`src/rtl/branch_pc_unit.sv`:
```
// branch_pc_unit: program counter, branch resolution, LR/CTR ownership and
// post-branch fetch-flush window for the uPower single-issue core.
module branch_pc_unit #(
  parameter int                  PC_WIDTH     = 32,
  parameter int                  CTR_WIDTH    = 64,
  parameter logic [PC_WIDTH-1:0] RESET_PC     = '0,
  parameter int                  FLUSH_CYCLES = 1
) (
  input  logic                 clock,
  input  logic                 reset_n,
  input  logic                 instr_valid,
  input  logic                 stall,
  input  logic [5:0]           po,
  input  logic [9:0]           xo,
  input  logic                 aa,
  input  logic                 lk,
  input  logic [4:0]           bo,
  input  logic [4:0]           bi,
  input  logic [13:0]          bd,
  input  logic [23:0]          li,
  input  logic [31:0]          cr,
  input  logic                 lr_wr_en,
  input  logic                 ctr_wr_en,
  input  logic [CTR_WIDTH-1:0] spr_wr_data,
  output logic [PC_WIDTH-1:0]  pc,
  output logic [CTR_WIDTH-1:0] lr,
  output logic [CTR_WIDTH-1:0] ctr,
  output logic                 taken,
  output logic                 flush
);

  typedef enum logic {RUN, FLUSH} state_t;

  // Displacements are widened to at least 24 bits before truncating to the
  // PC width, so narrow PCs still see correct modulo arithmetic.
  localparam int         EXT_W      = (PC_WIDTH > 24) ? PC_WIDTH : 24;
  localparam bit         FLUSH_EN   = (FLUSH_CYCLES > 0);
  localparam logic [3:0] FLUSH_LOAD = 4'(FLUSH_CYCLES);

  state_t state, state_next;
  logic [3:0] count, count_next;

  logic                 is_b, is_bc, is_bclr, is_bcctr, is_branch;
  logic                 evaluate, cond_ok, ctr_ok, branch_taken;
  logic                 link_en, ctr_dec_en;
  logic [EXT_W-1:0]     li_wide, bd_wide;
  logic [PC_WIDTH-1:0]  li_ext, bd_ext, pc_plus1, target;
  logic [CTR_WIDTH-1:0] ctr_dec;

  assign is_b      = (po == 6'd18);
  assign is_bc     = (po == 6'd16);
  assign is_bclr   = (po == 6'd19) && (xo == 10'd16);
  assign is_bcctr  = (po == 6'd19) && (xo == 10'd528);
  assign is_branch = is_b | is_bc | is_bclr | is_bcctr;

  // Instructions are only acted on in RUN and while not stalled.
  assign evaluate = instr_valid & ~stall & (state == RUN);

  assign li_wide  = EXT_W'($signed(li));
  assign bd_wide  = EXT_W'($signed(bd));
  assign li_ext   = li_wide[PC_WIDTH-1:0];
  assign bd_ext   = bd_wide[PC_WIDTH-1:0];
  assign pc_plus1 = pc + PC_WIDTH'(1);

  // BO_0 is bo[4]; CR bit n lives at cr[31-n].
  assign cond_ok = bo[4] | (cr[5'd31 - bi] == bo[3]);
  assign ctr_dec = ctr - CTR_WIDTH'(1);
  assign ctr_ok  = bo[2] | ((ctr_dec != '0) ^ bo[1]);

  assign branch_taken = evaluate & (is_b |
                                    ((is_bc | is_bclr) & cond_ok & ctr_ok) |
                                    (is_bcctr & cond_ok));

  assign link_en    = evaluate & is_branch & lk;
  assign ctr_dec_en = evaluate & (is_bc | is_bclr) & ~bo[2];

  assign flush = (state == FLUSH);

  // Branch target selection; bclr uses the LR value from before any link write.
  always_comb begin
    target = pc_plus1;
    if (is_b)
      target = aa ? li_ext : (pc_plus1 + li_ext);
    else if (is_bc)
      target = aa ? bd_ext : (pc_plus1 + bd_ext);
    else if (is_bclr)
      target = lr[PC_WIDTH-1:0];
    else if (is_bcctr)
      target = ctr[PC_WIDTH-1:0];
  end

  // Architectural PC, LR, CTR and the taken pulse; SPR writes beat link/decrement.
  always_ff @(posedge clock or negedge reset_n) begin
    if (!reset_n) begin
      pc    <= RESET_PC;
      lr    <= '0;
      ctr   <= '0;
      taken <= 1'b0;
    end else begin
      taken <= branch_taken;
      if (evaluate)
        pc <= branch_taken ? target : pc_plus1;
      if (!stall) begin
        if (lr_wr_en)
          lr <= spr_wr_data;
        else if (link_en)
          lr <= CTR_WIDTH'(pc_plus1);
        if (ctr_wr_en)
          ctr <= spr_wr_data;
        else if (ctr_dec_en)
          ctr <= ctr_dec;
      end
    end
  end

  // Flush FSM state register; reset aborts any open window.
  always_ff @(posedge clock or negedge reset_n) begin
    if (!reset_n) begin
      state <= RUN;
      count <= 4'd0;
    end else begin
      state <= state_next;
      count <= count_next;
    end
  end

  // Flush FSM next state: open a window on a taken branch, count it down.
  always_comb begin
    state_next = state;
    count_next = count;
    if (!stall) begin
      case (state)
        RUN: begin
          if (branch_taken && FLUSH_EN) begin
            state_next = FLUSH;
            count_next = FLUSH_LOAD;
          end
        end
        FLUSH: begin
          if (count <= 4'd1) begin
            state_next = RUN;
            count_next = 4'd0;
          end else begin
            count_next = count - 4'd1;
          end
        end
        default: begin
          state_next = RUN;
          count_next = 4'd0;
        end
      endcase
    end
  end

endmodule

```
`config.mk`:
```
export PLATFORM = sky130hd
export DESIGN_NAME = branch_pc_unit
export DESIGN_NICKNAME = d
export VERILOG_FILES = /design/src/rtl/branch_pc_unit.sv
export SDC_FILE = /design/constraint.sdc
export NUM_CORES = 1
export LEC_CHECK = 0
export BUFFER_PORTS_ARGS = -buffer_cell sky130_fd_sc_hd__buf_2
export CORE_MARGIN = 5
export CORE_UTILIZATION = 40
export DETAILED_ROUTE_END_ITERATION = 12
export PLACE_DENSITY = 0.62
export RECOVER_POWER = 25
export SYNTH_ARGS = -nofsm -noshare
export SYNTH_HDL_FRONTEND = slang
export SYNTH_SLANG_ARGS = --single-unit
```
`constraint.sdc`:
```
create_clock -name clock -period 4 [get_ports clock]
set_input_delay 0.6 -clock clock [delete_from_list [all_inputs] [get_ports clock]]
set_output_delay 0.6 -clock clock [all_outputs]
set_load 0.01 [all_outputs]
```
## Word-level counts from Yosys, hierarchy flattened

Cells that the tools add are included.

- Register bits: 166
- Bits in latches: 0
- Bits in writable memories: 0
- Bits in read-only memories: 0
- Output and inout port bits: 162
- Word-level logic and storage cells: 70
- Memories kept: 0

- $add $sub $neg: 6
- Multiply operators: 0
- Div/mod/pow operators: 0
- $lt $le $gt $ge: 2
- Eq/ne operators: 7
- Shifts and indexed selects: 0
- Muxes and demuxes: 19
- Bitwise gates (word level): 22
- Reduce and logical (&&, ||, !) cells: 8

Operators by type and width:

| kind | number |
|---|---|
| 64-bit two-way mux | 4 |
| 32-bit two-way mux | 7 |
| 32-bit adder | 2 |
| 64-bit nonzero test | 1 |
| 64-bit by 1-bit subtractor with 64-bit output, second input constant | 1 |
| 32-bit by 1-bit adder with 32-bit output, second input constant | 1 |
| 6-bit by 5-bit equality test with 1-bit output, second input constant | 3 |
| 1-bit bitwise AND | 10 |
| 10-bit equality test, second input constant | 1 |
| 10-bit by 5-bit equality test with 1-bit output, second input constant | 1 |
| 4-bit two-way mux | 2 |
| 1-bit OR | 8 |
| 4-bit case mux with 2 select lines | 1 |
| 5-bit by 6-bit < comparator with 1-bit output, second input constant | 1 |
| 2-bit AND reduction | 3 |
| 1-bit binary-select mux with 5-bit select | 1 |
| 5-bit subtractor, first input constant | 1 |
| 4-bit by 1-bit less-or-equal comparator with 1-bit output, second input constant | 1 |
| 2-bit nonzero test | 2 |
| 4-bit by 1-bit subtractor with 4-bit output, second input constant | 1 |
| 1-bit two-way mux | 3 |
| 1-bit NOT | 3 |
| 1-bit logical AND | 2 |
| 2-bit != test, second input constant | 1 |
| other kinds (3) | 3 |

## Longest topological paths before layout

- Depth in word-level cells: 12
- Gate-level depth with buffers: 20
- Gate-level depth less buffers: 19

## Least setup slack after synthesis

Ideal clock, no wire load.

- Path type: flip-flop to flip-flop
- Start: reg ctr[0]
- End: reg pc[18]
- Library setup time: 126 ps
- Arrival: 4266 ps
- Setup slack: -392 ps
- Stages on the path, launching flop included: 15
- Cell sequence: dfrtp_1 > inv_1 > ha_1 > nor4b_2 > nand4_1 > nor4_1 > xnor2_1 > o2111ai_1 > or4_1 > nor4_2 > mux2i_1 > o41a_1 > buf_6 > a21o_1 > a221o_1

- Word-level cells in the longest chain between the ends: 9

RTL lines:

| item | line | text |
|---|---|---|
| start: declaration | 27 | `output logic [CTR_WIDTH-1:0] ctr,` |
| start signal: assignment | 109 | `ctr <= spr_wr_data;` |
| start signal: assignment | 111 | `ctr <= ctr_dec;` |
| 64-bit by 1-bit subtractor with 64-bit output | 67 | `assign ctr_dec = ctr - CTR_WIDTH'(1);` |
| 64-bit nonzero test | 68 | `assign ctr_ok = bo[2] \| ((ctr_dec != '0) ^ bo[1]);` |
| 1-bit bitwise XOR | 68 |  |
| 1-bit OR | 68 |  |
| 1-bit bitwise AND | 71 | `((is_bc \| is_bclr) & cond_ok & ctr_ok) \|` |
| 1-bit OR | 70 | `assign branch_taken = evaluate & (is_b \|` |
| 1-bit OR | 71 |  |
| 1-bit bitwise AND | 70 |  |
| 32-bit two-way mux | 102 | `pc <= branch_taken ? target : pc_plus1;` |
| end signal: assignment | 102 |  |
| end: declaration | 25 | `output logic [PC_WIDTH-1:0] pc,` |

No other way between the ends.
A chain may end at the register's enable or synchronous reset.

## Worst setup path after layout

- Start: reg ctr[20]
- End: reg pc[27]

Same word-level chain as after synthesis.

==> metrics.md <==
| Metric | Value |
|---|---|
| Worst Path Arrival | around 4.6 ns |
| DR pass1 iterations | 5 |
| Area Overhead vs Synth | 42.0% |
| Hold Vio Cnt, Final | 0 |
| Library cells used by synthesis | about 80 |
| First-pass GRT wire length | 98000 um |
| Final TNS setup | -2.66 ns |
| Layout cells sized above 1 | a little under two fifths |
| Longest Clk Path Bufs | 2 |
| Vias per inst | around 5.9 |
| Seq pwr share | between 20% and 30% |
| Ys flop type | dfrtp_1 |
| Crit path from | ctr[20] |
| Critical path buffers and inverters | 1 |
| Reg clk slew, reported paths | approximately 0.080 ns |
| Die Ht | around 200 um |
| Post-DP HPWL | around 51000 um |
| Initial antenna violation count | 4 |
| Area of the multi-input gates | around 11000 um^2 |
| Row cnt | 70 |
| Setup ws final | -0.197 ns |
| Critical path's most frequent cell | or4_4 |
| PortBufs | 328 |
| Worst vdd ir | 319 uV |
| Async SR Flop Fraction | 100% |
| Critical path startpoint category | register |
| Quantity of hold-fixing buffers added after cts | 0 |
| Fin crit period | approximately 4.2 ns |
| CTS tree | built |
| Status | complete, but fails checks |
| Clock network power share | between 10% and 20% |
| P_sw | 4000 uW |
| Synth Net Count | about 2.1k |
| Root Buffer | clkbuf_16 |
| Fillers | 3465 |
| Syn avg cell area | 7.97 um^2 |
| Critical path class | reg2reg |
| Final Setup Violations | 30 |
| RSZ-0062 raised after global routing | yes |
| Int Pwr | roughly 5400 uW |
| Crit. End Element | register |
| GRT Total Usage | a little under a third |
| CTS H-Tree Depth | 4 |
| Die ar. | between 40000 and 50000 um^2 |
| Worst slew margin | -32.8% |
| Lkg Pwr | between 0.009 and 0.01 uW |
| Fmax | ~240 MHz |
| DR vias | ~17k |
| Worst path cell trace | or3_4, or4_4, or4_4, nor3_4, xor2_1, or4_4, nor4_4, mux2i_2, o41a_4, buf_12, or4_4, o221ai_2 |
| CP max stage cell | or4_4 |
| Iter 0 DRT Violations | 1276 |
| Worst min-delay path class | in2reg |
| Sequential area share after synthesis | between 20% and 30% |
| Violated checks | capacitance limit, slew limit, setup timing |
| Starting Density | about two fifths |
| Antenna-violating nets left | 0 |
| Mapped Area | about 15000 um^2 |
| DRT Wirelength | ~65000 um |
| Slew Limit Fails | 144 |
| Hold Crit Start | spr_wr_data[49] |
| Core Footprint | about 37000 um^2 |
| Power per cell area | roughly 450 nW/um^2 |
| Sink Count | between 150 and 200 |
| Synth warnings | 0 |
| Critical Path RT | 4.37 ns |
| DRC violations left | 0 |
| Power Total | roughly 9400 uW |
| Family with the most delay on the worst path | simple AND/OR/NAND/NOR gates |
| Final Wtd Congestion | slightly below 1 |
| Layout Skew | ~0.016 ns |
| Largest net degree at the start of global routing | 121 |
| CP max FO | 9 |
| Avg WL per Cell | 21.7 um |
| Vias in the first global route | ~17k |
| Measured slew at the worst slew-check pin | between 1.5 and 2 ns |
| Nets@finish | 2731 |
| Sequential cell area | 4160 um^2 |
| Fin crit share | 105% |
| Mapped Cells | roughly 1.9k |
| Net Sw Frac | a little over two fifths |
| Congestion Overflow GR | 0 |
| Post-synth EDFFs | 0 |
| Worst r2r src | ctr[20] |
| Die Wd | 203 um |
| CP max stage delay | 0.56 ns |
| Clock latency on the worst-skew pair | 0.45 ns |
| MaxCap Viol Count | 2 |
| IO Pins | 330 |
| Gate power share | 58.1% |
| Yosys reg bits | around 170 |
| CTS Buf Count | 17 |
[layer usage]
layer	up-vias	track usage (%)	share of wire [%]
li1	8224	-	-
met1	8383	40.0	42
met2	735	49.4	46
met3	120	6.31	8.0
met4	6	10.0	3.5
met5	-	0	0.046
[cells in the final DEF, fill, tap and decap left out, drive strengths merged, types with 18 or more instances in the layout]
master / n
mux2i: 79
inv: 45
o21ai: 228
a22o: 35
ha: 67
dfrtp: 166
nor2: 175
nand2: 159
nor4: 39
nand4: 27
a22oi: 27
and3: 19
mux4: 18
a21o: 31
xnor2: 69
buf: 727
clkbuf: 23
xor2: 32
a21oi: 165
nand3: 45
nor3: 68
[registers in the layout, summed over array words and instances, names as in the netlist]
signal / count
lr: 64
count: 4
pc: 32
flush: 1
ctr: 64
taken: 1
[area by class of cell]
class	count	share of cell area, %
well taps	468	2.78
inverters	40	0.712
clock inverters	13	0.576
flip-flops and latches	166	19.7
diodes	1	0.0119
clock buffers	19	2.05
multi-input cells	1538	51.3
repair buffers	731	22.8
[synth_stat cells (32+ instances only)]
master    instances  area (um^2)
inv_1            40          150
a21oi_1         165          826
nor3_1           66          330
ha_1             67          838
o21ai_0         219         1100
xnor2_1          69          604
a22o_1           35          307
nor4_1           33          206
nand3_1          44          220
mux2i_1          79          791
clkbuf_1        105          394
xor2_1           32          280
dfrtp_1         166         4150
nand2_1         158          593
nor2_1          175          657
[path summary, 6_finish.rpt]
kind | endpoint | slack, ns | depth (start not counted)
hold reg to reg | lr[49] | 0.50 | 1
setup / recovery | pc[27] | -0.20 | 12
hold / removal | lr[49] | 0.39 | 2
min in group asynchronous | lr[38] | 0.60 | 1
max in group asynchronous | pc[3] | 0.46 | 2
setup reg to reg | pc[27] | -0.20 | 12
[power groups by stage]
stage | clock, uW | sequential [uW] | combinational, uW
final | 1650 | 2290 | 5460
after global routing | 1740 | 2330 | 5920
after CTS | 1670 | 2280 | 5200
after detailed placement | 0 | 2310 | 5110
after global placement | 0 | 2300 | 5030
after floorplan | 0 | 2500 | 2540
[stage by stage]
stage | instance area [um^2] | setup WS (ns) | hold slack [ns] | instances | utilization, %
after floorplan | 15000 | -0.0449 | 0.304 | 1864 | -
after global placement | 19700 | -0.358 | 0.483 | 2922 | 53.9
after detailed placement | 19700 | -0.386 | 0.487 | 2922 | 53.9
after CTS | 20500 | -0.346 | 0.172 | 2960 | 56.0
after global routing | 21100 | -0.290 | 0.389 | 2976 | 57.6
final | 21100 | -0.197 | 0.389 | 2976 | 57.6
[cells by family (layout without fill, tap and decap cells)]
logic type / after synthesis / after routing / share of synthesized area (%)
DFF: 166 / 166 / 28.0
other: 0 / 1 / 0
xor gates and xnor gates: 101 / 101 / 5.96
and+or+nand+nor: 635 / 635 / 21.5
AOI/OAI and AO/OA: 633 / 633 / 26.2
buffers and inverters: 160 / 803 / 4.21
adders and majority gates: 69 / 69 / 5.92
muxes: 100 / 100 / 8.28
[timing repair]
item / 4_1_cts / 5_1_grt
endpoints found under the hold margin: 0 / 0
setup buffers: 6 / 14
pin swaps: 10 / 34
resized for setup: 35 / 105
endpoints found under the setup margin: 38 / 38
cloned: 1 / 2
Note: power is estimated with default switching activity, not from simulation.
